--- src/rtl/trig_pkg.sv ---
// +----------------------------------------------------------------------+
// | trig_pkg: shared types, constants and cosine table for trig_bcd_unit |
// | Rev 1.0 - initial release                                            |
// +----------------------------------------------------------------------+
`default_nettype none

package trig_pkg;

  typedef enum logic [2:0] {
    S_IDLE    = 3'd0,
    S_REDUCE  = 3'd1,
    S_FOLD    = 3'd2,
    S_LOOKUP  = 3'd3,
    S_CONVERT = 3'd4,
    S_DONE    = 3'd5
  } state_t;

  localparam logic MODE_COS = 1'b0;
  localparam logic MODE_SIN = 1'b1;

  // round(cos(i deg) * 10000), i = 0..90
  localparam logic [13:0] COS_LUT [0:90] = '{
    14'd10000, 14'd9998, 14'd9994, 14'd9986, 14'd9976, 14'd9962, 14'd9945, 14'd9925, 14'd9903, 14'd9877,
    14'd9848,  14'd9816, 14'd9781, 14'd9744, 14'd9703, 14'd9659, 14'd9613, 14'd9563, 14'd9511, 14'd9455,
    14'd9397,  14'd9336, 14'd9272, 14'd9205, 14'd9135, 14'd9063, 14'd8988, 14'd8910, 14'd8829, 14'd8746,
    14'd8660,  14'd8572, 14'd8480, 14'd8387, 14'd8290, 14'd8192, 14'd8090, 14'd7986, 14'd7880, 14'd7771,
    14'd7660,  14'd7547, 14'd7431, 14'd7314, 14'd7193, 14'd7071, 14'd6947, 14'd6820, 14'd6691, 14'd6561,
    14'd6428,  14'd6293, 14'd6157, 14'd6018, 14'd5878, 14'd5736, 14'd5592, 14'd5446, 14'd5299, 14'd5150,
    14'd5000,  14'd4848, 14'd4695, 14'd4540, 14'd4384, 14'd4226, 14'd4067, 14'd3907, 14'd3746, 14'd3584,
    14'd3420,  14'd3256, 14'd3090, 14'd2924, 14'd2756, 14'd2588, 14'd2419, 14'd2250, 14'd2079, 14'd1908,
    14'd1736,  14'd1564, 14'd1392, 14'd1219, 14'd1045, 14'd872,  14'd698,  14'd523,  14'd349,  14'd175,
    14'd0
  };

  function automatic int pow10(input int n);
    int r;
    r = 1;
    for (int i = 0; i < n; i++) begin
      r = r * 10;
    end
    return r;
  endfunction

  function automatic int clog2(input int v);
    int r;
    r = 0;
    while ((1 << r) < v) begin
      r = r + 1;
    end
    return r;
  endfunction

  function automatic logic [13:0] cos_lut(input logic [6:0] idx);
    if (idx > 7'd90) begin
      return 14'd0;
    end
    return COS_LUT[idx];
  endfunction

endpackage

`default_nettype wire

--- src/rtl/trig_bcd_unit_if.sv ---
// +----------------------------------------------------------------------+
// | trig_bcd_unit_if: start/busy/done request and result bundle          |
// | Rev 1.0 - initial release                                            |
// +----------------------------------------------------------------------+
`default_nettype none

interface trig_bcd_unit_if #(
  parameter int ANGLE_W     = 9,
  parameter int FRAC_DIGITS = 2
);
  localparam int c_bcd_w = 4 * (FRAC_DIGITS + 1);

  logic               start;
  logic               mode;
  logic [ANGLE_W-1:0] angle;
  logic               busy;
  logic               done;
  logic               sign;
  logic [c_bcd_w-1:0] bcd;
  logic               err;

  modport master (
    output start, mode, angle,
    input  busy, done, sign, bcd, err
  );

  modport slave (
    input  start, mode, angle,
    output busy, done, sign, bcd, err
  );
endinterface

`default_nettype wire

--- src/rtl/bin2bcd_seq.sv ---
// +----------------------------------------------------------------------+
// | bin2bcd_seq: serial double-dabble, one bit per cycle, IN_W cycles    |
// | Rev 1.0 - initial release                                            |
// +----------------------------------------------------------------------+
`default_nettype none

module bin2bcd_seq #(
  parameter int IN_W   = 7,
  parameter int DIGITS = 3
) (
  input  logic                  clk,
  input  logic                  reset,
  input  logic                  load,
  input  logic [IN_W-1:0]       bin,
  output logic                  done,
  output logic [4*DIGITS-1:0]   bcd
);
  localparam int c_cnt_w = $clog2(IN_W + 1);

  logic [IN_W-1:0]     r_bin;
  logic [4*DIGITS-1:0] r_bcd;
  logic [4*DIGITS-1:0] w_adj;
  logic [4*DIGITS-1:0] w_bcd_nxt;
  logic [c_cnt_w-1:0]  r_cnt;

  always_comb begin
    w_adj = r_bcd;
    for (int i = 0; i < DIGITS; i++) begin
      if (r_bcd[4*i +: 4] >= 4'd5) begin
        w_adj[4*i +: 4] = r_bcd[4*i +: 4] + 4'd3;
      end
    end
  end

  assign w_bcd_nxt = {w_adj[4*DIGITS-2:0], r_bin[IN_W-1]};

  always_ff @(posedge clk) begin
    if (reset) begin
      r_bin <= '0;
      r_bcd <= '0;
      r_cnt <= '0;
    end else if (load) begin
      r_bin <= bin;
      r_bcd <= '0;
      r_cnt <= c_cnt_w'(IN_W);
    end else if (r_cnt != '0) begin
      r_bin <= r_bin << 1;
      r_bcd <= w_bcd_nxt;
      r_cnt <= r_cnt - c_cnt_w'(1);
    end
  end

  // Result is presented combinationally during the last shift cycle so the
  // caller can capture it on the same edge that completes the conversion.
  assign done = (r_cnt == c_cnt_w'(1));
  assign bcd  = w_bcd_nxt;

endmodule

`default_nettype wire

--- src/rtl/trig_bcd_unit.sv ---
// +----------------------------------------------------------------------+
// | trig_bcd_unit: sequential sin/cos to sign + BCD magnitude            |
// | Option macro: TRIG_RANGE_CHK_EN (flag angles >= 360 instead of wrap) |
// | Rev 1.0 - initial release                                            |
// +----------------------------------------------------------------------+
`default_nettype none

module trig_bcd_unit
  import trig_pkg::*;
#(
  parameter int ANGLE_W     = 9,
  parameter int FRAC_DIGITS = 2
) (
  input  logic            clk,
  input  logic            reset,
  trig_bcd_unit_if.slave  bus
);
  localparam int c_digits = FRAC_DIGITS + 1;
  localparam int c_bcd_w  = 4 * c_digits;
  localparam int c_mag_w  = clog2(pow10(FRAC_DIGITS) + 1);
  localparam int c_a_w    = ANGLE_W + 1;
  localparam int c_div    = pow10(4 - FRAC_DIGITS);

  state_t             r_state;
  state_t             w_state_nxt;
  logic [c_a_w-1:0]   r_a;
  logic [c_a_w-1:0]   w_a_load;
  logic [6:0]         r_idx;
  logic [6:0]         w_fold_idx;
  logic               r_neg;
  logic               w_fold_neg;
  logic               r_sign_cv;
  logic               r_sign;
  logic [c_bcd_w-1:0] r_bcd;
  logic [13:0]        w_lut;
  logic [c_mag_w-1:0] w_mag;
  logic [c_bcd_w-1:0] w_conv_bcd;
  logic               w_accept;
  logic               w_reduce_sub;
  logic               w_conv_load;
  logic               w_conv_done;
  logic               w_finish;
  logic               w_range_err;

  always_ff @(posedge clk) begin
    if (reset) begin
      r_state <= S_IDLE;
    end else begin
      r_state <= w_state_nxt;
    end
  end

  always_comb begin
    w_state_nxt = r_state;
    w_accept    = 1'b0;
    w_conv_load = 1'b0;
    unique case (r_state)
      S_IDLE: begin
        if (bus.start) begin
          w_accept    = 1'b1;
          w_state_nxt = S_REDUCE;
        end
      end
      S_REDUCE: begin
        if (!w_reduce_sub) begin
          w_state_nxt = S_FOLD;
        end
      end
      S_FOLD:   w_state_nxt = S_LOOKUP;
      S_LOOKUP: begin
        w_conv_load = 1'b1;
        w_state_nxt = S_CONVERT;
      end
      S_CONVERT: begin
        if (w_conv_done) begin
          w_state_nxt = S_DONE;
        end
      end
      S_DONE:   w_state_nxt = S_IDLE;
      default:  w_state_nxt = S_IDLE;
    endcase
  end

`ifdef TRIG_RANGE_CHK_EN
  // No reduction loop: the sin offset is applied modulo 360 at load instead.
  always_comb begin
    w_a_load = c_a_w'(bus.angle);
    if (bus.mode == MODE_SIN) begin
      if (bus.angle >= ANGLE_W'(90)) begin
        w_a_load = c_a_w'(bus.angle) - c_a_w'(90);
      end else begin
        w_a_load = c_a_w'(bus.angle) + c_a_w'(270);
      end
    end
  end
  assign w_reduce_sub = 1'b0;
`else
  // sin x = cos(x - 90) = cos(x + 270)
  assign w_a_load     = (bus.mode == MODE_SIN) ? c_a_w'(bus.angle) + c_a_w'(270)
                                               : c_a_w'(bus.angle);
  assign w_reduce_sub = (r_a >= c_a_w'(360));
`endif

  always_comb begin
    w_fold_idx = '0;
    w_fold_neg = 1'b0;
    if (r_a <= c_a_w'(90)) begin
      w_fold_idx = 7'(r_a);
    end else if (r_a <= c_a_w'(180)) begin
      w_fold_idx = 7'(c_a_w'(180) - r_a);
      w_fold_neg = 1'b1;
    end else if (r_a <= c_a_w'(270)) begin
      w_fold_idx = 7'(r_a - c_a_w'(180));
      w_fold_neg = 1'b1;
    end else begin
      w_fold_idx = 7'(c_a_w'(360) - r_a);
    end
  end

  assign w_lut    = cos_lut(r_idx);
  assign w_mag    = c_mag_w'((15'(w_lut) + 15'(c_div / 2)) / 15'(c_div));
  assign w_finish = (r_state == S_CONVERT) && w_conv_done;

  bin2bcd_seq #(
    .IN_W   (c_mag_w),
    .DIGITS (c_digits)
  ) u_bin2bcd (
    .clk   (clk),
    .reset (reset),
    .load  (w_conv_load),
    .bin   (w_mag),
    .done  (w_conv_done),
    .bcd   (w_conv_bcd)
  );

  always_ff @(posedge clk) begin
    if (reset) begin
      r_a       <= '0;
      r_idx     <= '0;
      r_neg     <= 1'b0;
      r_sign_cv <= 1'b0;
      r_sign    <= 1'b0;
      r_bcd     <= '0;
    end else begin
      if (w_accept) begin
        r_a <= w_a_load;
      end else if ((r_state == S_REDUCE) && w_reduce_sub) begin
        r_a <= r_a - c_a_w'(360);
      end
      if (r_state == S_FOLD) begin
        r_idx <= w_fold_idx;
        r_neg <= w_fold_neg;
      end
      // A magnitude that rounds to zero is always reported as +0.
      if (r_state == S_LOOKUP) begin
        r_sign_cv <= r_neg & (w_mag != '0);
      end
      if (w_finish) begin
        if (w_range_err) begin
          r_sign <= 1'b0;
          r_bcd  <= '1;
        end else begin
          r_sign <= r_sign_cv;
          r_bcd  <= w_conv_bcd;
        end
      end
    end
  end

`ifdef TRIG_RANGE_CHK_EN
  logic r_err_pend;
  logic r_err;

  always_ff @(posedge clk) begin
    if (reset) begin
      r_err_pend <= 1'b0;
      r_err      <= 1'b0;
    end else if (w_accept) begin
      r_err_pend <= (bus.angle >= ANGLE_W'(360));
      r_err      <= 1'b0;
    end else if (w_finish) begin
      r_err <= r_err_pend;
    end
  end

  assign w_range_err = r_err_pend;
  assign bus.err     = r_err;
`else
  assign w_range_err = 1'b0;
  assign bus.err     = 1'b0;
`endif

  assign bus.busy = (r_state != S_IDLE);
  assign bus.done = (r_state == S_DONE);
  assign bus.sign = r_sign;
  assign bus.bcd  = r_bcd;

endmodule

`default_nettype wire

--- src/flat_wrapper.sv ---
// flat-port wrapper written by rule: the top's interface ports become plain ports
module trig_bcd_unit_flat import trig_pkg::*;
#(
  parameter int ANGLE_W     = 9,
  parameter int FRAC_DIGITS = 2
)
  (clk, reset, bus_start, bus_mode, bus_angle, bus_busy, bus_done, bus_sign, bus_bcd, bus_err);
  trig_bcd_unit_if #(.ANGLE_W(ANGLE_W), .FRAC_DIGITS(FRAC_DIGITS)) bus_i ();
  input  logic clk;
  input  logic reset;
  input wire logic [$bits(bus_i.start)-1:0] bus_start;
  input wire logic [$bits(bus_i.mode)-1:0] bus_mode;
  input wire logic [$bits(bus_i.angle)-1:0] bus_angle;
  output wire logic [$bits(bus_i.busy)-1:0] bus_busy;
  output wire logic [$bits(bus_i.done)-1:0] bus_done;
  output wire logic [$bits(bus_i.sign)-1:0] bus_sign;
  output wire logic [$bits(bus_i.bcd)-1:0] bus_bcd;
  output wire logic [$bits(bus_i.err)-1:0] bus_err;
  assign bus_i.start = bus_start;
  assign bus_i.mode = bus_mode;
  assign bus_i.angle = bus_angle;
  assign bus_busy = bus_i.busy;
  assign bus_done = bus_i.done;
  assign bus_sign = bus_i.sign;
  assign bus_bcd = bus_i.bcd;
  assign bus_err = bus_i.err;
  trig_bcd_unit #(.ANGLE_W(ANGLE_W), .FRAC_DIGITS(FRAC_DIGITS)) u_core (.clk(clk), .reset(reset), .bus(bus_i));
endmodule
--- config.mk ---
export PLATFORM = sky130hd
export DESIGN_NAME = trig_bcd_unit_flat
export DESIGN_NICKNAME = d
export VERILOG_FILES = /design/src/rtl/trig_pkg.sv /design/src/rtl/trig_bcd_unit_if.sv /design/src/rtl/bin2bcd_seq.sv /design/src/rtl/trig_bcd_unit.sv /design/src/flat_wrapper.sv
export SDC_FILE = /design/constraint.sdc
export NUM_CORES = 1
export LEC_CHECK = 0
export ABC_CLOCK_PERIOD_IN_PS = 14800
export CAP_MARGIN = 5
export CORE_ASPECT_RATIO = 1.1
export CORE_MARGIN = 2
export CORE_UTILIZATION = 25
export CTS_CLUSTER_SIZE = 30
export DETAILED_ROUTE_END_ITERATION = 10
export PLACE_DENSITY = 0.36
export SLEW_MARGIN = 20
export SYNTH_ARGS = -nofsm -noshare
export SYNTH_HDL_FRONTEND = slang
export SYNTH_SLANG_ARGS = --single-unit
--- constraint.sdc ---
create_clock -name clk -period 14.8 [get_ports clk]
set_input_delay 2.96 -clock clk [delete_from_list [all_inputs] [get_ports clk]]
set_output_delay 2.96 -clock clk [all_outputs]
set_load 0.05 [all_outputs]
==> impl_metrics.csv, run 1 <==
group,metric,value,unit
run_status,outcome,"completed",
clock_tree,cts_tree,"done",
flow_run,maxCapViolCount,0,
worst_setup_path,worst-path-buf-inv,2,
floorplan,die_h,192.5,um
detailed_routing,wl_per_cell,18.10,um
worst_setup_path,cp.required,15.01,ns
worst_setup_path,startpoint_type,"flop",
final_layout,fin_util,0.2778,
yosys,synth_cell_types,119,
placed_design,gp_congestion,0.8328,
worst_setup_path,critical-path-top-delay-family,"compound AO/OA/AOI/OAI gates",
final_layout,syn2layout_area_growth,10.21,%
detailed_routing,drt-initial-drc-count,563,
yosys,ys_warn_count,0,
worst_setup_path,crit_type,"reg -> reg",
clock_tree,root_buffer,"clkbuf_16",
yosys,syn_area,8073,um^2
worst_hold_path,worst_hold_path_type,"reg -> reg",
timing,clock_skew,0.01026,ns
floorplan,initial_core_util,0.2520,
global_routing,first_global_vias,7949,
global_routing,grtUsageTotal,0.1611,
yosys,ys_dominant_reg_cell,"dfxtp_1",
yosys,synth_seq_cells,57,
pwr,power,2.420,mW
floorplan,fp.dieW,175.3,um
worst_setup_path,path_max_fanout,20,
pwr,p_int,1.083,mW
timing,setup_violations,0,
final_layout,drive_gt1_frac,0.1008,
detailed_routing,routed-via-count,8176,
detailed_routing,vias_per_cell,5.425,
timing,rsz0062_at_grt,"false",
final_layout,diodes,0,
yosys,syn_nets,1144,
placed_design,dpl.hpwl,20.65,mm
clock_tree,clockBufferDepth,2,
clock_tree,path_clk_slew,0.05,ns
yosys,postSynthCellCount,1093,
floorplan,fp.coreArea,32030,um^2
worst_setup_path,crit_arrival,10.79,ns
timing,max_freq,94.56,MHz
pwr,switching_share,0.5526,
detailed_routing,ant_nets,0,
timing,worst_pin_slew,0.9240,ns
final_layout,layout.nets,1127,
detailed_routing,wl,27.28,mm
pwr,p_switching,1.337,mW
clock_tree,cts_resized,0,
floorplan,rows,69,
clock_tree,cts_buffers,9,
worst_setup_path,slowest_delay,0.77,ns
worst_setup_path,end_kind,"flop",
floorplan,num_io_pins,29,
global_routing,grt_pass1_wl,44.30,mm
yosys,synth.avg_cell_area,7.386,um^2
pwr,clock_power_share,0.092,
yosys,async_flop_share,0,
global_routing,grt_overflow,0,
clock_tree,hold_buffers,0,
timing,tns,0,ns
yosys,yosysSeqAreaShare,0.1414,
timing,slew_violations,0,
clock_tree,postCtsSetupBuffers,0,
timing,hold_viol_final,0,
pwr,p_seq_frac,0.080,
worst_setup_path,cpMaxStageDelayCell,"ha_1",
timing,min_period,10.57,ns
placed_design,port_buffers,27,
pwr,power_leakage,2.963,nW
clock_tree,clock_sinks,57,
yosys,synth_edf_count,0,
global_routing,grt_max_degree,77,
global_routing,grt_antenna_before_repair,0,
pwr,powerDensity,272.0,nW/um^2
detailed_routing,drc_errors,0,
pwr,comb_power_share,0.828,
detailed_routing,firstDrtPassIters,5,
pwr,vdd_drop_max,0.1695,mV
timing,whs,0.4539,ns
timing,fin_crit_sh,0.7145,
clock_tree,insertion_delay,0.32,ns
floorplan,die-area,33750,um^2
clock_tree,htreeDepth,3,
timing,max_slew_margin,0.3813,
-- stage by stage --
step / std cells / instance area, um^2 / worst slack, ns
2_1_floorplan: 1093 / 8073 / 6.673
3_3_place_gp: 1491 / 8576 / 4.548
3_5_place_dp: 1491 / 8576 / 4.328
4_1_cts: 1507 / 8897 / 4.290
5_1_grt: 1507 / 8897 / 3.436
6_report: 1507 / 8897 / 4.225
-- power by group through the flow --
stage / Combinational [mW] / Sequential, mW / Clock, mW
6_report: 2.00 / 0.195 / 0.222
5_1_grt: 2.20 / 0.199 / 0.236
4_1_cts: 2.01 / 0.195 / 0.230
3_5_place_dp: 1.99 / 0.198 / 0
3_3_place_gp: 2.03 / 0.198 / 0
2_1_floorplan: 1.59 / 0.191 / 0
-- synth_stat cells (all sizes together) (5+ instances only) --
library cell | count | area [um^2]
nand4 | 6 | 37.54
o31ai | 17 | 161.4
xnor2 | 33 | 289.0
nor3b | 10 | 86.33
nand3b | 9 | 67.56
mux2i | 22 | 236.5
a221oi | 5 | 56.31
nand2b | 26 | 170.2
o32a | 5 | 52.55
and3 | 11 | 68.82
nor2b | 21 | 131.4
or4 | 6 | 52.55
nand3 | 24 | 120.1
clkbuf | 30 | 116.4
o221ai | 5 | 43.79
a2bb2oi | 5 | 62.56
a31o | 5 | 43.80
a31oi | 19 | 131.4
o211a | 6 | 60.06
o31a | 6 | 52.55
nor4 | 12 | 81.33
a211oi | 43 | 332.8
o211ai | 23 | 182.7
ha | 38 | 475.5
dfxtp | 57 | 1141
or2 | 13 | 81.33
o2111ai | 9 | 103.9
nand2 | 111 | 421.7
inv | 36 | 135.1
a311oi | 5 | 67.57
and2 | 22 | 137.6
or3 | 7 | 43.79
o22ai | 11 | 75.07
a21boi | 5 | 37.53
buf | 35 | 262.8
o21ai | 73 | 384.1
nor2 | 94 | 352.8
a21oi | 89 | 449.2
xor2 | 12 | 112.6
o32ai | 5 | 70.08
nor3 | 39 | 226.5
a21o | 8 | 60.06
o311ai | 5 | 51.31
mux4 | 5 | 112.6
-- tightest hold or removal path: stages (launching register included) --
cell	delay [ns]
dfxtp_1	0.31
nand2_1	0.05
a21oi_1	0.05
-- layout by cell type, fill, tap and decap left out, drive strengths merged, types with 17 or more instances in the layout --
cell type | netlist | final
nand3 | 24 | 24
nor2 | 94 | 94
mux2i | 22 | 22
xnor2 | 33 | 33
o31ai | 17 | 17
a31oi | 19 | 19
nor2b | 21 | 21
o211ai | 23 | 23
a211oi | 43 | 43
and2 | 22 | 22
o21ai | 73 | 73
nand2 | 111 | 111
clkdlybuf4s50 | 0 | 26
dfxtp | 57 | 57
nand2b | 26 | 26
ha | 38 | 38
a21oi | 89 | 89
inv | 36 | 36
nor3 | 39 | 39
-- flip-flops by register name, indices dropped and copies added, names as in the netlist --
name,cells
u_core.u_bin2bcd.r_bin,7
u_core.r_neg,1
u_core.r_state,3
u_core.r_a,10
u_core.bus.bcd,12
u_core.bus.sign,1
u_core.r_idx,7
u_core.u_bin2bcd.r_cnt,3
u_core.r_sign_cv,1
u_core.u_bin2bcd.r_bcd,12
-- kinds of logic (layout without fill, tap and decap cells) --
family / Yosys count / in the layout / share of synthesized area
simple gates: 427 / 427 / 0.2757
xor+xnor: 45 / 45 / 0.04975
flops: 57 / 57 / 0.1414
buf+inv: 101 / 89 / 0.06370
other cells: 1 / 1 / 0.0004645
compound gates: 393 / 393 / 0.3613
mux: 31 / 31 / 0.04882
fa+ha+maj: 38 / 38 / 0.05890
-- layer usage --
| metal | global-route usage | part of all wire | routed length (um) |
|---|---|---|---|
| met1 | 0.2099 | 0.46 | 12640 |
| met2 | 0.2812 | 0.48 | 13220 |
| met3 | 0.01261 | 0.029 | 780 |
| met4 | 0.05224 | 0.023 | 640 |
| met5 | 0 | 0 | 0 |
-- worst paths after layout --
check,start,end,slack [ns],cells after the start
setup / recovery,u_core.r_idx[1]$_SDFFE_PP0P_,u_core.u_bin2bcd.r_bin[0]$_SDFFE_PP0P_,4.23,30
hold / removal,u_core.u_bin2bcd.r_bcd[9]$_SDFFE_PP0P_,u_core.u_bin2bcd.r_bcd[9]$_SDFFE_PP0P_,0.45,2
setup reg to reg,u_core.r_idx[1]$_SDFFE_PP0P_,u_core.u_bin2bcd.r_bin[0]$_SDFFE_PP0P_,4.23,30
hold reg to reg,u_core.u_bin2bcd.r_bcd[9]$_SDFFE_PP0P_,u_core.u_bin2bcd.r_bcd[9]$_SDFFE_PP0P_,0.45,2
-- layout make-up --
type                            count  area, um^2
Multi-Input combinational cell    935        6422
Fill cell                        3498       23130
Tap cell                          426       533.0
Clock buffer                       11       242.7
Timing Repair Buffer               37       340.3
Inverter                           36       135.1
Clock inverter                      5       78.83
Sequential cell                    57        1145
(Power assumes the default switching activity.)
==> run 2, diff against run 1 <==
--- a/config.mk
+++ b/config.mk
@@ -5,7 +5,7 @@
 export SDC_FILE = /design/constraint.sdc
 export NUM_CORES = 1
 export LEC_CHECK = 0
-export ABC_CLOCK_PERIOD_IN_PS = 14800
+export ABC_CLOCK_PERIOD_IN_PS = 10500
 export CAP_MARGIN = 5
 export CORE_ASPECT_RATIO = 1.1
 export CORE_MARGIN = 2
==> constraint.sdc (replaced) <==
create_clock -name clk -period 10.5 [get_ports clk]
set_input_delay 2.1 -clock clk [delete_from_list [all_inputs] [get_ports clk]]
set_output_delay 2.1 -clock clk [all_outputs]
set_load 0.05 [all_outputs]
==> impl_metrics.csv, run 2 (synthesis results as in run 1) <==
group,metric,value,unit
detailed_routing,firstDrtPassIters,5,
floorplan,fp.dieW,175.3,um
timing,hold_viol_final,0,
detailed_routing,drt-initial-drc-count,507,
pwr,vdd_drop_max,0.2979,mV
clock_tree,clockBufferDepth,2,
floorplan,die-area,33750,um^2
timing,tns,0,ns
final_layout,layout.nets,1133,
final_layout,n_fill_cell,3509,
worst_setup_path,startpoint_type,"flop",
global_routing,first_global_vias,8187,
clock_tree,htreeDepth,3,
worst_setup_path,path_max_fanout,14,
final_layout,mostFrequentLayoutCells,"nand2_1, nor2_1, a21oi_1",
timing,rsz0062_at_grt,"false",
clock_tree,cts_tree,"done",
timing,whs,0.4536,ns
pwr,powerDensity,384.1,nW/um^2
placed_design,port_buffers,27,
worst_setup_path,crit_type,"reg -> reg",
clock_tree,cts_buffers,9,
timing,max_freq,102.7,MHz
clock_tree,insertion_delay,0.33,ns
timing,worst_pin_slew,0.9914,ns
worst_hold_path,worst_hold_path_type,"reg -> reg",
placed_design,gp_congestion,0.8190,
timing,slew_violations,0,
detailed_routing,wl,27.26,mm
worst_setup_path,r2r-start,"u_core.r_idx[0]$_SDFFE_PP0P_",
timing,max_slew_margin,0.3343,
placed_design,dpl.hpwl,20.73,mm
worst_setup_path,crit_arrival,9.95,ns
global_routing,grt_antenna_before_repair,0,
floorplan,num_io_pins,29,
global_routing,grt_max_degree,69,
detailed_routing,routed-via-count,8230,
flow_run,maxCapViolCount,0,
floorplan,initial_core_util,0.2520,
run_status,outcome,"completed",
floorplan,rows,69,
final_layout,final_common_cell,"nand2_1",
pwr,power_leakage,2.995,nW
global_routing,grtUsageTotal,0.1618,
final_layout,drive_gt1_frac,0.1086,
worst_setup_path,cp.required,10.72,ns
floorplan,die_h,192.5,um
final_layout,syn2layout_area_growth,11.25,%
timing,setup_violations,0,
detailed_routing,vias_per_cell,5.440,
clock_tree,postCtsSetupBuffers,0,
floorplan,fp.coreArea,32030,um^2
timing,fin_crit_sh,0.9271,
worst_setup_path,critPathLaunch,"u_core.r_idx[0]$_SDFFE_PP0P_",
worst_setup_path,end_kind,"flop",
global_routing,grt_pass1_wl,44.51,mm
worst_setup_path,crit_path_end,"u_core.u_bin2bcd.r_bin[0]$_SDFFE_PP0P_",
worst_setup_path,cpMaxStageDelayCell,"dfxtp_1",
detailed_routing,ant_nets,0,
worst_setup_path,slowest_delay,0.61,ns
clock_tree,path_clk_slew,0.05,ns
timing,min_period,9.735,ns
global_routing,grt_overflow,0,
clock_tree,root_buffer,"clkbuf_16",
worst_setup_path,r2r_end,"u_core.u_bin2bcd.r_bin[0]$_SDFFE_PP0P_",
clock_tree,clock_sinks,57,
worst_setup_path,r2r_cells,31,
final_layout,diodes,0,
timing,clock_skew,0.01033,ns
worst_setup_path,rrSetupSlack,0.77,ns
detailed_routing,drc_errors,0,
detailed_routing,wl_per_cell,18.02,um
run 2: worst min path at each step:
stage / from / endpoint / slack (ns) / cells after the start
floorplan: u_core.r_neg$_SDFFE_PP0P_ / u_core.r_sign_cv$_SDFFE_PP0P_ / 0.43 / 2
global placement: u_core.u_bin2bcd.r_bcd[9]$_SDFFE_PP0P_ / u_core.u_bin2bcd.r_bcd[9]$_SDFFE_PP0P_ / 0.44 / 2
detailed placement: u_core.u_bin2bcd.r_bcd[9]$_SDFFE_PP0P_ / u_core.u_bin2bcd.r_bcd[9]$_SDFFE_PP0P_ / 0.45 / 2
CTS: u_core.u_bin2bcd.r_bcd[9]$_SDFFE_PP0P_ / u_core.u_bin2bcd.r_bcd[9]$_SDFFE_PP0P_ / 0.46 / 2
global route: u_core.bus.bcd[10]$_SDFFE_PP0P_ / u_core.bus.bcd[10]$_SDFFE_PP0P_ / 0.49 / 2
finish: u_core.u_bin2bcd.r_bcd[9]$_SDFFE_PP0P_ / u_core.u_bin2bcd.r_bcd[9]$_SDFFE_PP0P_ / 0.45 / 2
run 2: per-stage QoR:
| stage | utilization | instances | total power [mW] | setup WS (ns) | area, um^2 |
|---|---|---|---|---|---|
| final | 0.2804 | 1513 | 3.450 | 0.7655 | 8981 |
| after global routing | 0.2804 | 1513 | 3.789 | 0.04111 | 8981 |
| after CTS | 0.2798 | 1513 | 3.453 | 0.5271 | 8961 |
| after detailed placement | 0.2695 | 1497 | 3.112 | 0.5758 | 8633 |
| after global placement | 0.2695 | 1497 | 3.177 | 0.7462 | 8633 |
| after floorplan | - | 1093 | 2.517 | 2.373 | 8073 |
run 2: worst max-delay path, delay by kind of cell, from the launching register on:
| kind | cells | cell delay, ns |
|---|---|---|
| muxes | 3 | 0.80 |
| and+or+nand+nor | 9 | 2.91 |
| adders and majority gates | 2 | 0.72 |
| AOI/OAI and AO/OA | 14 | 3.87 |
| buffers and inverters | 3 | 0.70 |
| DFF | 1 | 0.61 |
run 2: where the power goes:
group / internal [mW] / switching (mW) / total (mW)
logic: 1.10 / 1.75 / 2.85
registers: 0.244 / 0.0362 / 0.280
clock network: 0.209 / 0.108 / 0.318
total: 1.55 / 1.90 / 3.45
run 2: final cells by class:
type	instances	area, um^2	area share
well taps	426	533.0	0.05935
inverters	36	135.1	0.01505
multi-input cells	935	6442	0.7173
clock buffers	9	225.2	0.02508
repair buffers	43	397.9	0.04430
clock inverters	7	102.6	0.01142
flip-flops and latches	57	1145	0.1275
run 2: layer usage:
metal  global-route usage  vias to the layer above  share of wire
li1                     -                     4100              -
met1               0.2070                     3900           0.46
met2               0.2839                      186           0.49
met3              0.01675                       44          0.032
met4              0.05256                        0          0.026
met5                    0                        -              0
run 2: timing repair:
item	4_1_cts	5_1_grt
setup endpoints to repair	0	2
resized for setup	0	3
hold buffers	0	0
